**config.mk**
```make
export PLATFORM = sky130hd
export DESIGN_NAME = ib_lut_sram_loader
export DESIGN_NICKNAME = d
export VERILOG_FILES = /design/src/rtl/ib_lut_sram_loader.sv
export SDC_FILE = /design/constraint.sdc
export NUM_CORES = 1
export LEC_CHECK = 0
export CAP_MARGIN = 20
export CORE_UTILIZATION = 42
export CTS_CLUSTER_DIAMETER = 200
export DETAILED_ROUTE_END_ITERATION = 12
export HOLD_SLACK_MARGIN = 0.03
export MAX_ROUTING_LAYER = met4
export PLACE_DENSITY_LB_ADDON = 0.12
export SETUP_SLACK_MARGIN = 0.3
export SYNTH_ARGS = -nofsm -noshare
export SYNTH_HDL_FRONTEND = slang
export SYNTH_SLANG_ARGS = --single-unit
```
**constraint.sdc**
```tcl
create_clock -name sys_clk -period 1.6 [get_ports sys_clk]
set_clock_uncertainty 0.05 [all_clocks]
set_input_delay 0.48 -clock sys_clk [delete_from_list [all_inputs] [get_ports sys_clk]]
set_output_delay 0.48 -clock sys_clk [all_outputs]
set_load 0.01 [all_outputs]
```
**src/rtl/ib_lut_sram_loader.sv**
```systemverilog
`default_nettype none
// ============================================================================
//  Module   : ib_lut_sram_loader
//  Brief    : Streams LUT entries into an IB-LUT SRAM (load) or reads them
//             back and compares against a reference stream (verify).
//  Revision : 1.0 - initial release
// ============================================================================
module ib_lut_sram_loader #(
    parameter int ADDR_BITWIDTH = 6,
    parameter int PAGE_SIZE     = 4,
    parameter int PAGE_NUM      = 64,
    parameter int ASYNC_RD      = 1
) (
    input  logic                     sys_clk,
    input  logic                     rstn,
    input  logic                     start_load_i,
    input  logic                     start_verify_i,
    input  logic                     abort_i,
    input  logic                     in_valid_i,
    input  logic [PAGE_SIZE-1:0]     in_data_i,
    output logic                     in_ready_o,
    output logic [ADDR_BITWIDTH-1:0] sram_addr_o,
    output logic [PAGE_SIZE-1:0]     sram_wdata_o,
    output logic                     sram_wen_o,
    input  logic [PAGE_SIZE-1:0]     sram_rdata_i,
    output logic                     busy_o,
    output logic                     done_o,
    output logic                     err_o,
    output logic [ADDR_BITWIDTH:0]   err_cnt_o,
    output logic [ADDR_BITWIDTH-1:0] first_err_addr_o
);

    localparam logic [2:0] c_S_IDLE    = 3'd0;
    localparam logic [2:0] c_S_LOAD    = 3'd1;
    localparam logic [2:0] c_S_V_ISSUE = 3'd2;
    localparam logic [2:0] c_S_V_CMP   = 3'd3;
    localparam logic [2:0] c_S_DONE    = 3'd4;

    localparam logic [ADDR_BITWIDTH-1:0] c_LAST_ADDR = ADDR_BITWIDTH'(PAGE_NUM - 1);
    localparam logic [ADDR_BITWIDTH:0]   c_CNT_MAX   = (ADDR_BITWIDTH + 1)'(PAGE_NUM);

    logic [2:0]               r_state;
    logic [2:0]               w_next_state;
    logic [2:0]               w_verify_state;
    logic [ADDR_BITWIDTH-1:0] r_addr;
    logic                     r_err;
    logic [ADDR_BITWIDTH:0]   r_err_cnt;
    logic [ADDR_BITWIDTH-1:0] r_first_err_addr;

    logic w_idle;
    logic w_abort;
    logic w_accept;
    logic w_hs;
    logic w_last;
    logic w_start_load;
    logic w_start_verify;
    logic w_mismatch;

    // Registered-read SRAMs need an address-only cycle before each compare.
    generate
        if (ASYNC_RD != 0) begin : g_async_rd
            assign w_verify_state = c_S_V_CMP;
        end else begin : g_sync_rd
            assign w_verify_state = c_S_V_ISSUE;
        end
    endgenerate

    assign w_idle         = (r_state == c_S_IDLE);
    assign w_abort        = abort_i && !w_idle;
    assign w_accept       = ((r_state == c_S_LOAD) || (r_state == c_S_V_CMP)) && !abort_i;
    assign w_hs           = in_valid_i && w_accept;
    assign w_last         = (r_addr == c_LAST_ADDR);
    assign w_start_load   = w_idle && start_load_i;
    assign w_start_verify = w_idle && !start_load_i && start_verify_i;
    assign w_mismatch     = (sram_rdata_i != in_data_i);

    always_ff @(posedge sys_clk or negedge rstn) begin
        if (!rstn) begin
            r_state <= c_S_IDLE;
        end else begin
            r_state <= w_next_state;
        end
    end

    always_comb begin
        w_next_state = r_state;
        if (w_abort) begin
            w_next_state = c_S_IDLE;
        end else begin
            case (r_state)
                c_S_IDLE: begin
                    if (start_load_i) begin
                        w_next_state = c_S_LOAD;
                    end else if (start_verify_i) begin
                        w_next_state = w_verify_state;
                    end
                end
                c_S_LOAD: begin
                    if (w_hs && w_last) begin
                        w_next_state = c_S_DONE;
                    end
                end
                c_S_V_ISSUE: w_next_state = c_S_V_CMP;
                c_S_V_CMP: begin
                    if (w_hs) begin
                        w_next_state = w_last ? c_S_DONE : w_verify_state;
                    end
                end
                c_S_DONE: w_next_state = c_S_IDLE;
                default:  w_next_state = c_S_IDLE;
            endcase
        end
    end

    always_comb begin
        in_ready_o   = w_accept;
        sram_wen_o   = 1'b1;
        sram_wdata_o = '0;
        done_o       = 1'b0;
        busy_o       = !w_idle;
        case (r_state)
            c_S_LOAD: begin
                sram_wdata_o = in_data_i;
                sram_wen_o   = !w_hs;
            end
            c_S_DONE: done_o = !abort_i;
            default: ;
        endcase
    end

    always_ff @(posedge sys_clk or negedge rstn) begin
        if (!rstn) begin
            r_addr           <= '0;
            r_err            <= 1'b0;
            r_err_cnt        <= '0;
            r_first_err_addr <= '0;
        end else begin
            if (w_start_load || w_start_verify || w_abort || (r_state == c_S_DONE)) begin
                r_addr <= '0;
            end else if (w_hs) begin
                r_addr <= w_last ? '0 : r_addr + 1'b1;
            end

            // First-error address latches only on the transition into error.
            if (w_start_verify) begin
                r_err            <= 1'b0;
                r_err_cnt        <= '0;
                r_first_err_addr <= '0;
            end else if ((r_state == c_S_V_CMP) && w_hs && w_mismatch) begin
                r_err <= 1'b1;
                if (r_err_cnt != c_CNT_MAX) begin
                    r_err_cnt <= r_err_cnt + 1'b1;
                end
                if (!r_err) begin
                    r_first_err_addr <= r_addr;
                end
            end
        end
    end

    assign sram_addr_o      = r_addr;
    assign err_o            = r_err;
    assign err_cnt_o        = r_err_cnt;
    assign first_err_addr_o = r_first_err_addr;

endmodule
`default_nettype wire

```
Word-level counts from Yosys, hierarchy flattened

Cells that the tools add are included.

Register bits: 23
Input bits: 14
Output and inout bits: 28
Word-level logic and storage cells: 63

Add/sub/neg operators: 2
Eq/ne operators: 11
Multiplexer cells: 21
Reductions and logical operators: 24

Operators with widths:

| cell                                                                  | count |
|---|---|
| 6-bit two-way mux                                                     | 6 |
| 7-bit two-way mux                                                     | 3 |
| 3-bit two-way mux                                                     | 6 |
| 3-bit one-hot mux with 4 select lines                                 | 1 |
| 1-bit logical AND                                                     | 9 |
| 7-bit by 1-bit adder with 7-bit output, second input constant         | 1 |
| 7-bit != test, second input constant                                  | 1 |
| 6-bit by 1-bit adder with 6-bit output, second input constant         | 1 |
| 3-bit by 2-bit equality test with 1-bit output, second input constant | 2 |
| 6-bit equality test, second input constant                            | 1 |
| 2-bit nonzero test                                                    | 3 |
| 1-bit zero test                                                       | 4 |
| 1-bit logical OR                                                      | 4 |
| 1-bit two-way mux                                                     | 4 |
| 4-bit two-way mux                                                     | 1 |
| 4-bit by 3-bit != test with 1-bit output, second input constant       | 1 |
| 4-bit != test                                                         | 1 |
| 2-bit AND reduction                                                   | 2 |
| 3-bit by 1-bit equality test with 1-bit output, second input constant | 1 |
| 3-bit equality test, second input constant                            | 1 |
| 3-bit zero test                                                       | 1 |
| 3-bit by 2-bit != test with 1-bit output, second input constant       | 1 |
| 3-bit != test, second input constant                                  | 1 |
| 3-bit AND reduction                                                   | 1 |
| 2-bit by 1-bit != test with 1-bit output, second input constant       | 1 |

Depth between registers and ports, before layout

Depth after elaboration: 8
Gate-level depth with buffers: 6
Mapped depth without buffers: 6

Least setup slack after synthesis

OpenSTA, ideal clock, no wires.

Kind: in2reg
Start point: input abort_i
End point: register r_err_cnt[5], in the netlist err_cnt_o[5]
Library setup time: 0.134 ns
Arrival time: 1.599 ns
Data required time: 1.416 ns
Slack: -0.183 ns
Stages on the path: 6
Buffers on the path: 2
Cells stage by stage: buf_6 -> and4bb_4 -> buf_4 -> nand2_2 -> o41ai_1 -> a21oi_1

Longest elaborated chain between the ends: 7

Ends and longest elaborated chain:

| what                                 | RTL line | source |
|---|---|---|
| from (decl)                          | 18       | `input logic abort_i,` |
| 1-bit zero test                      | 70       | `assign w_accept = ((r_state == c_S_LOAD) \|\| (r_state == c_S_V_CMP)) && !abort_i;` |
| 1-bit logical AND                    | 70       |  |
| 1-bit logical AND                    | 71       | `assign w_hs = in_valid_i && w_accept;` |
| 1-bit logical AND (2 in a row)       | 149      | `end else if ((r_state == c_S_V_CMP) && w_hs && w_mismatch) begin` |
| 2-bit nonzero test (no source line)  | n/a      |  |
| 2-bit AND reduction (no source line) | n/a      |  |
| to (signal assigned)                 | 152      | `r_err_cnt <= r_err_cnt + 1'b1;` |
| to (decl)                            | 47       | `logic [ADDR_BITWIDTH:0] r_err_cnt;` |

Every way passes these cells.
A chain may end at the register's enable or synchronous reset.

Final worst setup path

Start point: register r_state[2]
End point: output sram_wen_o

Longest elaborated chain between the ends: 6
Elaborated cells between the ends (all ways): 7
Those cells by class: eq/ne: 2; mux: 1; reduce/logical: 4

Ends and longest elaborated chain:

| what                                                                                                                    | RTL line | source |
|---|---|---|
| from (decl)                                                                                                             | 42       | `logic [2:0] r_state;` |
| from (signal assigned)                                                                                                  | 79       | `r_state <= c_S_IDLE;` |
| from (signal assigned)                                                                                                  | 81       | `r_state <= w_next_state;` |
| 3-bit by 1-bit equality test with 1-bit output / 3-bit by 2-bit equality test with 1-bit output (equally long branches) | 70, 121  |  |
| 1-bit logical OR                                                                                                        | 70       |  |
| 1-bit logical AND                                                                                                       | 70       |  |
| 1-bit logical AND                                                                                                       | 71       |  |
| 1-bit zero test                                                                                                         | 124      | `sram_wen_o = !w_hs;` |
| 1-bit two-way mux *                                                                                                     | 121      | `case (r_state)` |
| to (decl)                                                                                                               | 24       | `output logic sram_wen_o,` |

Mark *: on every way between the ends. The rest lies on a longest branch, timed or not.

==> impl_metrics.tcl <==
set metrics [dict create \
    finalCriticalPeriod_ns 1.91 \
    p_clk_share_pct 16.7 \
    cts.reportedPaths.clkPinSlew_ns 0.13 \
    multi_input_area_mm2 0.00111 \
    routed_wl_um 5480 \
    drt_pass1_iterations 4 \
    h-tree-depth 1 \
    grt_use_total_pct 30.1 \
    seq_area_um2 578 \
    timing_hold_violations_final 0 \
    fillers 161 \
    r2r-end "err_cnt_o[4]" \
    final_common_cell "buf_4" \
    power.switching_w 0.000633 \
    dp.final_hpwl_um 2840 \
    syn_area_mm2 0.00139 \
    worst_setup_path_start_kind "register" \
    synth_top_family_by_area "simple AND/OR/NAND/NOR gates" \
    place_area_mm2 0.00209 \
    path_delay_family "flip-flops" \
    drt_iter0_drc 70 \
    grt_start_max_net_pins 24 \
    rows 20 \
    area_growth_syn_to_layout_pct 93.0 \
    post-place-ws_ns -0.735 \
    maxSlewHeadroom_pct 70.3 \
    power_w 0.00171 \
    cts_hold_buf 0 \
    r2r-start "r_state[2]" \
    slowest_delay_ns 0.44 \
    async_flop_share_pct 100 \
    postRouteAntennaNets 0 \
    stdcell_count 297 \
    endpoint_kind "output port" \
    grt_pass1_wl_um 7710 \
    slowest_stage "dfrtp_1" \
    setup_viol_count_final 30 \
    violations "negative setup slack" \
    peakVddDrop_v 0.000615 \
    hold_class "input port to async pin" \
    final_area_mm2 0.00268 \
    start_util_pct 44.8 \
    finalSetupTns_ns -5.54 \
    final_cell_mix "buf_4, buf_6, dfrtp_1, buf_2" \
    cts_buffers 3 \
    worst-path-buf-inv 2 \
    r2r_cells 7 \
    power_density_mw_per_mm2 639 \
    seq_area_frac_synth_pct 41.4 \
    antenna_found_initial 0 \
    die_h_um 59.5 \
    cts_tree "built" \
    finalMaxSlewViolations 0 \
    via_per_inst 5.76 \
    die_w_um 59.5 \
    seqPwrFrac_pct 38.5 \
    gp_congestion 0.843 \
    io_pins 42 \
    grt_setup_unrepaired "yes" \
    drc_errors 0 \
    worst_pin_slew_ns 0.446 \
    critPathArrivalTime_ns 1.38 \
    synth_mux_area_share_pct 1.44 \
    avgSynthCellArea_um2 9.20 \
    clkLatencyLatePin_ns 0.32 \
    synth-compound-area-share_pct 18.8 \
    synth-simple-area-share_pct 27.9 \
    p_int_w 0.00108 \
    placed_cells 261 \
    ys_ff_latch 23 \
    setup_slack_ns -0.307 \
    drv_cap 0 \
    netlist_instances 151 \
    ys.flop_type "dfrtp_1" \
    synth_cell_types 42 \
    power.share.combinational_pct 44.8 \
    fin_crit_sh_pct 119 \
    antenna_cells 0 \
    core-area_mm2 0.00310 \
    max_freq_ghz 0.524 \
    die-area_mm2 0.00354 \
    crit_required_ns 1.07 \
    routedWlPerCell_um 18.5 \
    clockBufferDepth 2 \
    syn-num-nets 168 \
    drive_above_1_share_pct 60.5 \
    worst-path-max-fanout 3 \
    status "complete, but fails checks" \
    grt_remaining_overflow 0 \
    synth_adder_area_share_pct 2.70 \
    path_class "register to output port" \
    switching_share_pct 37.0 \
    leakagePower_nw 1.21 \
    synth_xor_area_share_pct 3.78 \
    vias 1712 \
    port_buffers 41 \
    crit_chain "buf_6, and4bb_4, nand2b_4, buf_6" \
    fin_nets 271 \
    ctsRootBufferMaster "clkbuf_4" \
    cts_num_sinks 23 \
    cpMostUsedCell "buf_6" \
    reg2reg_slack_ns -0.30 \
    grt_pass1_vias 1648 \
    synth-warning-count 0 \
    synth_edf_count 0 \
]
-- stage by stage --
step	hold slack, ns	util (%)
after floorplan	0.134	-
after global placement	0.477	67.5
after detailed placement	0.473	67.5
after CTS	0.461	80.3
after global routing	0.473	86.4
final	0.456	86.4
-- power groups by stage --
stage	clock network (W)	registers, W	logic [W]
finish	0.000286	0.000659	0.000767
global route	0.000311	0.000665	0.000809
CTS	0.000292	0.000656	0.000681
detailed placement	0	0.000670	0.000525
global placement	0	0.000670	0.000510
floorplan	0	0.000694	0.000218
-- cells in the mapped netlist (all sizes together) (3+ instances only) --
library cell / n / share of area (%)
a21oi: 17 / 6.1
and2: 8 / 3.6
buf: 4 / 2.0
clkbuf: 3 / 0.81
dfrtp: 23 / 41
ha: 3 / 2.7
inv: 4 / 1.1
nand2: 15 / 4.2
nand2b: 3 / 1.5
nand3: 5 / 1.8
nand4: 9 / 4.1
nor2: 9 / 2.4
nor3: 5 / 1.8
o21ai: 3 / 1.1
o311ai: 4 / 2.5
o31ai: 5 / 2.7
or4: 3 / 1.6
xnor2: 4 / 2.5
-- per-layer routing --
layer	GRT usage [%]	wire length (um)	up-vias	share of wire, %
li1	-	-	776	-
met1	35.9	2090	824	38
met2	52.3	2810	87	51
met3	3.93	344	25	6.3
met4	9.97	235	0	4.3
met5	-	0	-	0
-- worst register-to-register path, stage by stage, from the launching register on --
cell and delay [ns]:
dfrtp_1 0.44, buf_6 0.13, and4bb_4 0.32, buf_4 0.13, buf_8 0.11, o211ai_4 0.10
or4_1 0.43, a21oi_2 0.14
-- logic make-up (layout without fill, tap and decap cells) --
family	after synthesis	in the layout
AO/OA/AOI/OAI	38	38
XOR/XNOR	6	6
adder cells (fa/ha/maj)	3	3
buffers and inverters	11	113
flip-flops	23	23
multiplexers	2	2
AND/OR/NAND/NOR	68	68
-- sequential cells by signal, summed over array words and instances (netlist names) --
signal / flops
sram_addr_o: 6
err_o: 1
first_err_addr_o: 6
err_cnt_o: 7
r_state: 3
-- how the worst max path moves through the flow --
stage	slack, ns	startpoint	depth (start not counted)	endpoint
5_1_grt	-0.36	r_state[2]	7	err_cnt_o[4]
4_1_cts	-0.31	r_state[2]	4	sram_wen_o
2_1_floorplan	-0.04	abort_i	5	err_cnt_o[3]
3_3_place_gp	-0.72	abort_i	4	sram_wen_o
3_5_place_dp	-0.74	abort_i	4	sram_wen_o
6_report	-0.31	r_state[2]	4	sram_wen_o
-- repair_timing --
action / CTS / global route
buffers inserted: 26 / 5
pin swaps: 29 / 15
hold endpoints to repair: 0 / 0
cloned: 1 / 0
endpoints found under the setup margin: 51 / 51
gates resized for setup: 184 / 30
-- cell type report --
class	instances	area share, %
clock buffers	4	0.980
well taps	44	2.05
flip-flops and latches	23	21.6
repair buffers	105	33.6
multi-input cells	117	41.3
inverters	4	0.560
Note: power is estimated with default switching activity, not from simulation.
